### src/rtl/param_fifo_pkg.sv
// Shared defaults and width helpers for param_fifo and its instantiators.
package param_fifo_pkg;

    localparam int unsigned DEF_WIDTH    = 8;
    localparam int unsigned DEF_DEPTH    = 16;
    localparam int unsigned DEF_AE_LEVEL = 2;

    // Accepted-operation classification for one edge, encoded as {push, pop}.
    typedef enum logic [1:0] {
        OP_NONE = 2'b00,
        OP_POP  = 2'b01,
        OP_PUSH = 2'b10,
        OP_BOTH = 2'b11
    } fifo_op_e;

    // Occupancy counter width: must represent 0..DEPTH inclusive.
    function automatic int unsigned count_width(input int unsigned depth);
        return $clog2(depth) + 1;
    endfunction

endpackage

### src/rtl/fifo_mem.sv
// DEPTH x WIDTH register array: synchronous write, asynchronous read.
module fifo_mem #(
    parameter int unsigned WIDTH = 8,
    parameter int unsigned DEPTH = 16,
    parameter int unsigned AW    = $clog2(DEPTH)
) (
    input  logic             ck,
    input  logic             we,
    input  logic [AW-1:0]    waddr,
    input  logic [WIDTH-1:0] wdata,
    input  logic [AW-1:0]    raddr,
    output logic [WIDTH-1:0] rdata
);

    logic [WIDTH-1:0] mem [DEPTH];

    always_ff @(posedge ck) begin
        if (we) begin
            mem[waddr] <= wdata;
        end
    end

    assign rdata = mem[raddr];

endmodule

### src/rtl/param_fifo.sv
// Parametrised synchronous FWFT FIFO with occupancy count, threshold flags
// and one-cycle overflow/underflow pulses.
module param_fifo
    import param_fifo_pkg::*;
#(
    parameter int unsigned WIDTH    = DEF_WIDTH,
    parameter int unsigned DEPTH    = DEF_DEPTH,
    parameter int unsigned AF_LEVEL = DEPTH - 2,
    parameter int unsigned AE_LEVEL = DEF_AE_LEVEL
) (
    input  logic                          ck,
    input  logic                          reset,
    input  logic                          flush,
    input  logic                          insert,
    input  logic                          remove,
    input  logic [WIDTH-1:0]              data_in,
    output logic [WIDTH-1:0]              data_out,
    output logic                          full,
    output logic                          empty,
    output logic                          almost_full,
    output logic                          almost_empty,
    output logic [count_width(DEPTH)-1:0] count,
    output logic                          overflow,
    output logic                          underflow
);

    localparam int unsigned CW = count_width(DEPTH);
    localparam int unsigned AW = CW - 1;

    logic [AW-1:0]    wr_ptr;
    logic [AW-1:0]    rd_ptr;
    logic [CW-1:0]    count_next;
    logic [WIDTH-1:0] rdata;
    logic             wr_ok;
    logic             rd_ok;
    fifo_op_e         op;

    // A full FIFO still takes a write when the same edge pops the head.
    assign wr_ok = insert && (!full || remove);
    assign rd_ok = remove && !empty;
    assign op    = fifo_op_e'({wr_ok, rd_ok});

    always_comb begin
        count_next = count;
        case (op)
            OP_PUSH: count_next = count + CW'(1);
            OP_POP:  count_next = count - CW'(1);
            default: count_next = count;
        endcase
    end

    always_ff @(posedge ck) begin
        if (reset || flush) begin
            wr_ptr    <= '0;
            rd_ptr    <= '0;
            count     <= '0;
            overflow  <= 1'b0;
            underflow <= 1'b0;
        end else begin
            if (wr_ok) begin
                wr_ptr <= wr_ptr + AW'(1);
            end
            if (rd_ok) begin
                rd_ptr <= rd_ptr + AW'(1);
            end
            count     <= count_next;
            overflow  <= insert && !wr_ok;
            underflow <= remove && !rd_ok;
        end
    end

    fifo_mem #(
        .WIDTH (WIDTH),
        .DEPTH (DEPTH),
        .AW    (AW)
    ) u_mem (
        .ck    (ck),
        .we    (wr_ok && !reset && !flush),
        .waddr (wr_ptr),
        .wdata (data_in),
        .raddr (rd_ptr),
        .rdata (rdata)
    );

    assign full         = (count == CW'(DEPTH));
    assign empty        = (count == '0);
    assign almost_full  = (count >= CW'(AF_LEVEL));
    assign almost_empty = (count <= CW'(AE_LEVEL));
    assign data_out     = empty ? '0 : rdata;

endmodule
### config.mk
export PLATFORM = sky130hd
export DESIGN_NAME = param_fifo
export DESIGN_NICKNAME = d
export VERILOG_FILES = /design/src/rtl/param_fifo_pkg.sv /design/src/rtl/fifo_mem.sv /design/src/rtl/param_fifo.sv
export SDC_FILE = /design/constraint.sdc
export NUM_CORES = 1
export LEC_CHECK = 0
export BUFFER_PORTS_ARGS = -buffer_cell sky130_fd_sc_hd__buf_2
export CORE_MARGIN = 2
export CORE_UTILIZATION = 50
export CTS_CLUSTER_DIAMETER = 100
export CTS_CLUSTER_SIZE = 40
export DETAILED_ROUTE_END_ITERATION = 8
export GPL_TIMING_DRIVEN = 0
export PLACE_DENSITY = 0.76
export SYNTH_ARGS = -nofsm -noshare
export SYNTH_HDL_FRONTEND = slang
export SYNTH_SLANG_ARGS = --single-unit
### constraint.sdc
create_clock -name ck -period 4.4 [get_ports ck]
set_input_delay 0.88 -clock ck [delete_from_list [all_inputs] [get_ports ck]]
set_output_delay 0.88 -clock ck [all_outputs]
set_load 0.01 [all_outputs]
# After elaboration in Yosys (flattened, before gate mapping)
# Memories as Yosys holds them, arrays and structs flattened. A register that Yosys moved wholly into a read port is not among the register bits.
# Cells that the tools add are included.
# W data, S select, Z words.
[totals]
ff_bits = 15
ramBits = 128
in_bits = 13
out_inout_bits = 19
word_cells = 37
mem_count = 1
[op_classes]
n_addsub = 4
n_lt_le_gt_ge = 2
eq_ne = 3
n_mux = 6
reduce_logical = 16
[memory_table]
columns = ["memory", "words", "word_bits", "rd", "rd_ports_with_merged_regs", "wr", "line_no", "source"]
rows = [
  ["u_mem.mem", 16, 8, 1, 1, 1, "fifo_mem.sv:15", "logic [WIDTH-1:0] mem [DEPTH];"],
]
[op_table]
columns = ["op", "count"]
rows = [
  ["$pmux W5 S2", 1],
  ["$add A4 B1 Y4 const B", 2],
  ["$mux W4", 2],
  ["$mux W8", 1],
  ["$logic_and A1 B1 Y1", 6],
  ["$logic_not A1 Y1", 6],
  ["$add A5 B1 Y5 const B", 1],
  ["$eq A5 B5 Y1 const B", 1],
  ["$ge A5 B4 Y1 const B", 1],
  ["$le A5 B2 Y1 const B", 1],
  ["$logic_not A5 Y1", 1],
  ["$sub A5 B1 Y5 const B", 1],
  ["$eq A2 B1 Y1 const B", 1],
  ["$eq A2 B2 Y1 const B", 1],
  ["$logic_or A1 B1 Y1", 2],
  ["$mux W1", 2],
  ["$reduce_bool A2 Y1", 1],
]

# Logic depth before layout (Yosys ltp)
[logic_depth]
ltp_word = 8
depth_mapped = 10

# Cells and area by module
# From an unflattened synthesis, not the netlist that was laid out.
[unflattened]
hier_cells = 320
area_unflattened_um2 = 5869.4
[modules_own_cells]
columns = ["mod", "instances", "cells_each", "area_per_inst_um2", "seq_area_each_um2"]
rows = [
  ["fifo_mem", 1, 221, 4987.3, 3843.7],
  ["param_fifo", 1, 99, 882.1, 300.3],
]

# Worst setup path before layout
# OpenSTA, ideal clock, no wires.
[synth_path]
path_type = "input -> register"
startpoint = "input reset"
endpoint = "memory u_mem.mem[0][0], enable pin"
setup_time_ns = 0.383
t_arrival_ns = 2.216
t_required_ns = 4.017
path_slack_ns = 1.800
stages = 4
n_path_buf = 0
path_cell_list = "nor2_1 > o311a_1 > nand2_1 > nor3_1"
[synth_between]
elab_chain_len = 5
[synth_lines]
columns = ["element", "line_no", "source"]
rows = [
  ["from (decl)", "param_fifo.sv:12", "input logic reset,"],
  ["$logic_not A1 Y1", "param_fifo.sv:78", ".we (wr_ok && !reset && !flush),"],
  ["$logic_and A1 B1 Y1 (2 in series)", "param_fifo.sv:78", ""],
  ["$mux W1", "fifo_mem.sv:18", "if (we) begin"],
  ["$mux W1 (not written as such)", "fifo_mem.sv:19", "mem[waddr] <= wdata;"],
  ["to (decl)", "fifo_mem.sv:15", ""],
]
# Every way passes these cells.

==> results.cfg <==
[logic_synthesis]
syn_nets = 347
synth_edf_count = 128
synth_area_per_cell_sq_um = 18.2
synth_area_leaders = edfxtp_1 65%, mux4_2 12%, dfxtp_1 6.5%
synth_area_sq_um = 5900
ys_types = 37
yosysWarnings = 0
seq_area_frac_synth = 0.716
synth_largest_area_cell = edfxtp_1
synth_seq_cells = 147
synth_top_area_frac = 0.652
async_reset_ff_frac = 0
synth-main-ff-cell = edfxtp_1
synth_cells = 324

[clock_network]
cts_sinks = 147
clk-insertion-delay-late_ns = 0.42
cts_hold_buffers = 0
numCtsBuffers = 17
clk_path_buf_depth = 2
cts_resized = 0
path_clk_slew_ns = 0.05
cts_tree = done
clockRootBuffer = clkbuf_16
cts_setup_buffers = 0
htreeDepth = 4

[layout]
area.growth.synth_to_final_pct = 14.8
final_cell_area_sq_um = 6770
antenna_cells = 0
drive_gt1_frac = 0.260
fin_nets = 397

[placed_design]
place_area_sq_um = 6230
io_buffers = 31
gp_congestion = 0.716
hpwl_microns = 6970
dpl_worst_slack_ns = 0.809

[detailed_routing]
via_per_inst = 5.79
drt-total-wl_microns = 10600
drtIter0Drc = 235
drc = 0
vias = 3052
wire_per_inst_microns = 20.1
drt_first_pass_iters = 4
ant_nets = 0

[timing]
hold_violations = 0
min_period_over_period = 0.769
relSlewSlack = 0.103
skew_ns = 0.00744
slew_violations = 0
rsz0062_at_grt = false
setup_viol = 0
layout_min_cycle_time_ns = 3.39
setup_ws_ns = 1.01
worst_slew_pin_slew_ns = 1.34
fmax_ghz = 0.295
tns_ns = 0

[critical_path]
cp.required_ns = 3.52
crit_type = register to primary output
cp-start-kind = register
critPathArrivalTime_ns = 2.51
critPathMaxFanout = 10
cp-end-kind = primary output

[floorplanning]
fp.dieW_microns = 113
die_h_microns = 113
core_area_sq_um = 11500
rows = 39
initial_core_util = 0.514
io_pins = 32
dieArea_sq_um = 12700

[global_routing]
grt_pass1_vias = 3161
grt_overflow = 0
antenna_found_initial = 0
grt_util_all_layers = 0.182
grt_max_degree = 17
grt_pass1_wl_microns = 16800

[status]
status = finished, final reports clean

[pwr]
leakagePower_nw = 2.25
peakVddDrop_uv = 281
power_frac_seq = 0.520
p_per_area_nw_per_um2 = 433
p_sw_mw = 0.562
p_clk_frac = 0.446
p_int_mw = 2.37
power_mw = 2.93
netSwitchingFraction = 0.192
pwr-share-comb = 0.034

[worst_hold_path]
hold_path.class = register to register

[job]
drv_cap = 0
[power groups by stage]
stage          registers [mW]  logic [mW]  clock network [mW]
2_1_floorplan            1.55      0.0535                   0
3_3_place_gp             1.55      0.0963                   0
3_5_place_dp             1.55       0.100                   0
4_1_cts                  1.53       0.100                1.33
5_1_grt                  1.53       0.110                1.39
6_report                 1.53      0.0990                1.31
[per-stage QoR]
step	hold WS (ns)	utilization	cells
global placement	0.484	0.543	498
floorplan	0.459	-	324
detailed placement	0.491	0.543	498
finish	0.494	0.590	527
global route	0.514	0.590	527
CTS	0.498	0.590	527
[metal layers]
metal | up-vias | part of all wire | GRT usage
met5 | - | 0 | 0
met4 | 0 | 0.016 | 0.0805
met3 | 13 | 0.052 | 0.0497
met2 | 100 | 0.51 | 0.297
met1 | 1532 | 0.42 | 0.231
li1 | 1407 | - | -
[cell families after synthesis]
kind of cell	Yosys count	synth area share
flip-flops	147	0.716
AO/OA/AOI/OAI	33	0.0429
buffers and inverters	22	0.0163
multiplexers	42	0.139
AND/OR/NAND/NOR	64	0.0539
XOR/XNOR	6	0.00891
adder cells (fa/ha/maj)	10	0.0225
[cell type report]
type | count | area, sq um
Fill cell | 821 | 4700
Sequential cell | 147 | 4220
Multi-Input combinational cell | 155 | 1590
Clock buffer | 21 | 440
Tap cell | 143 | 179
Timing Repair Buffer | 31 | 155
Clock inverter | 8 | 88.8
Buffer | 18 | 81.3
Inverter | 4 | 15.0
[layout by cell type, fill, tap and decap left out, types with 8 or more instances in the layout]
| master | instances |
|---|---|
| edfxtp_1 | 128 |
| buf_2 | 39 |
| mux4_2 | 32 |
| nor2_1 | 24 |
| dfxtp_1 | 19 |
| a211oi_1 | 17 |
| clkbuf_16 | 17 |
| clkbuf_1 | 12 |
| mux2i_1 | 10 |
| nand2_1 | 9 |
| ha_1 | 9 |
| nor2b_1 | 8 |
[cells in the mapped netlist, types with 7 or more instances]
master / number
nand3_1: 7
nor2b_1: 8
dfxtp_1: 19
edfxtp_1: 128
mux4_2: 32
nor2_1: 24
nand2_1: 9
ha_1: 9
buf_2: 8
a211oi_1: 17
clkbuf_1: 8
mux2i_1: 10
[critical path: stages (launching register included)]
cell and delay (ns):
dfxtp_1 0.30, buf_2 0.18, buf_2 0.33, buf_2 0.33, mux4_2 0.25, mux2i_1 0.08, a211oi_1 0.41, buf_2 0.21
[worst paths after layout]
path / from / end / slack, ns / cells past startpoint
max: register / data_out[1] / 1.01 / 7
min: rd_ptr[3] / register / 0.49 / 2
max reg2reg: count[0] / count[4] / 1.62 / 10
min reg2reg: rd_ptr[3] / register / 0.49 / 2
[state kept, by name (all words and copies together) (netlist names), named ones only]
register,cells
overflow,1
wr_ptr,4
underflow,1
u_mem.mem,128
rd_ptr,4
count,5
(Power assumes the default switching activity.)
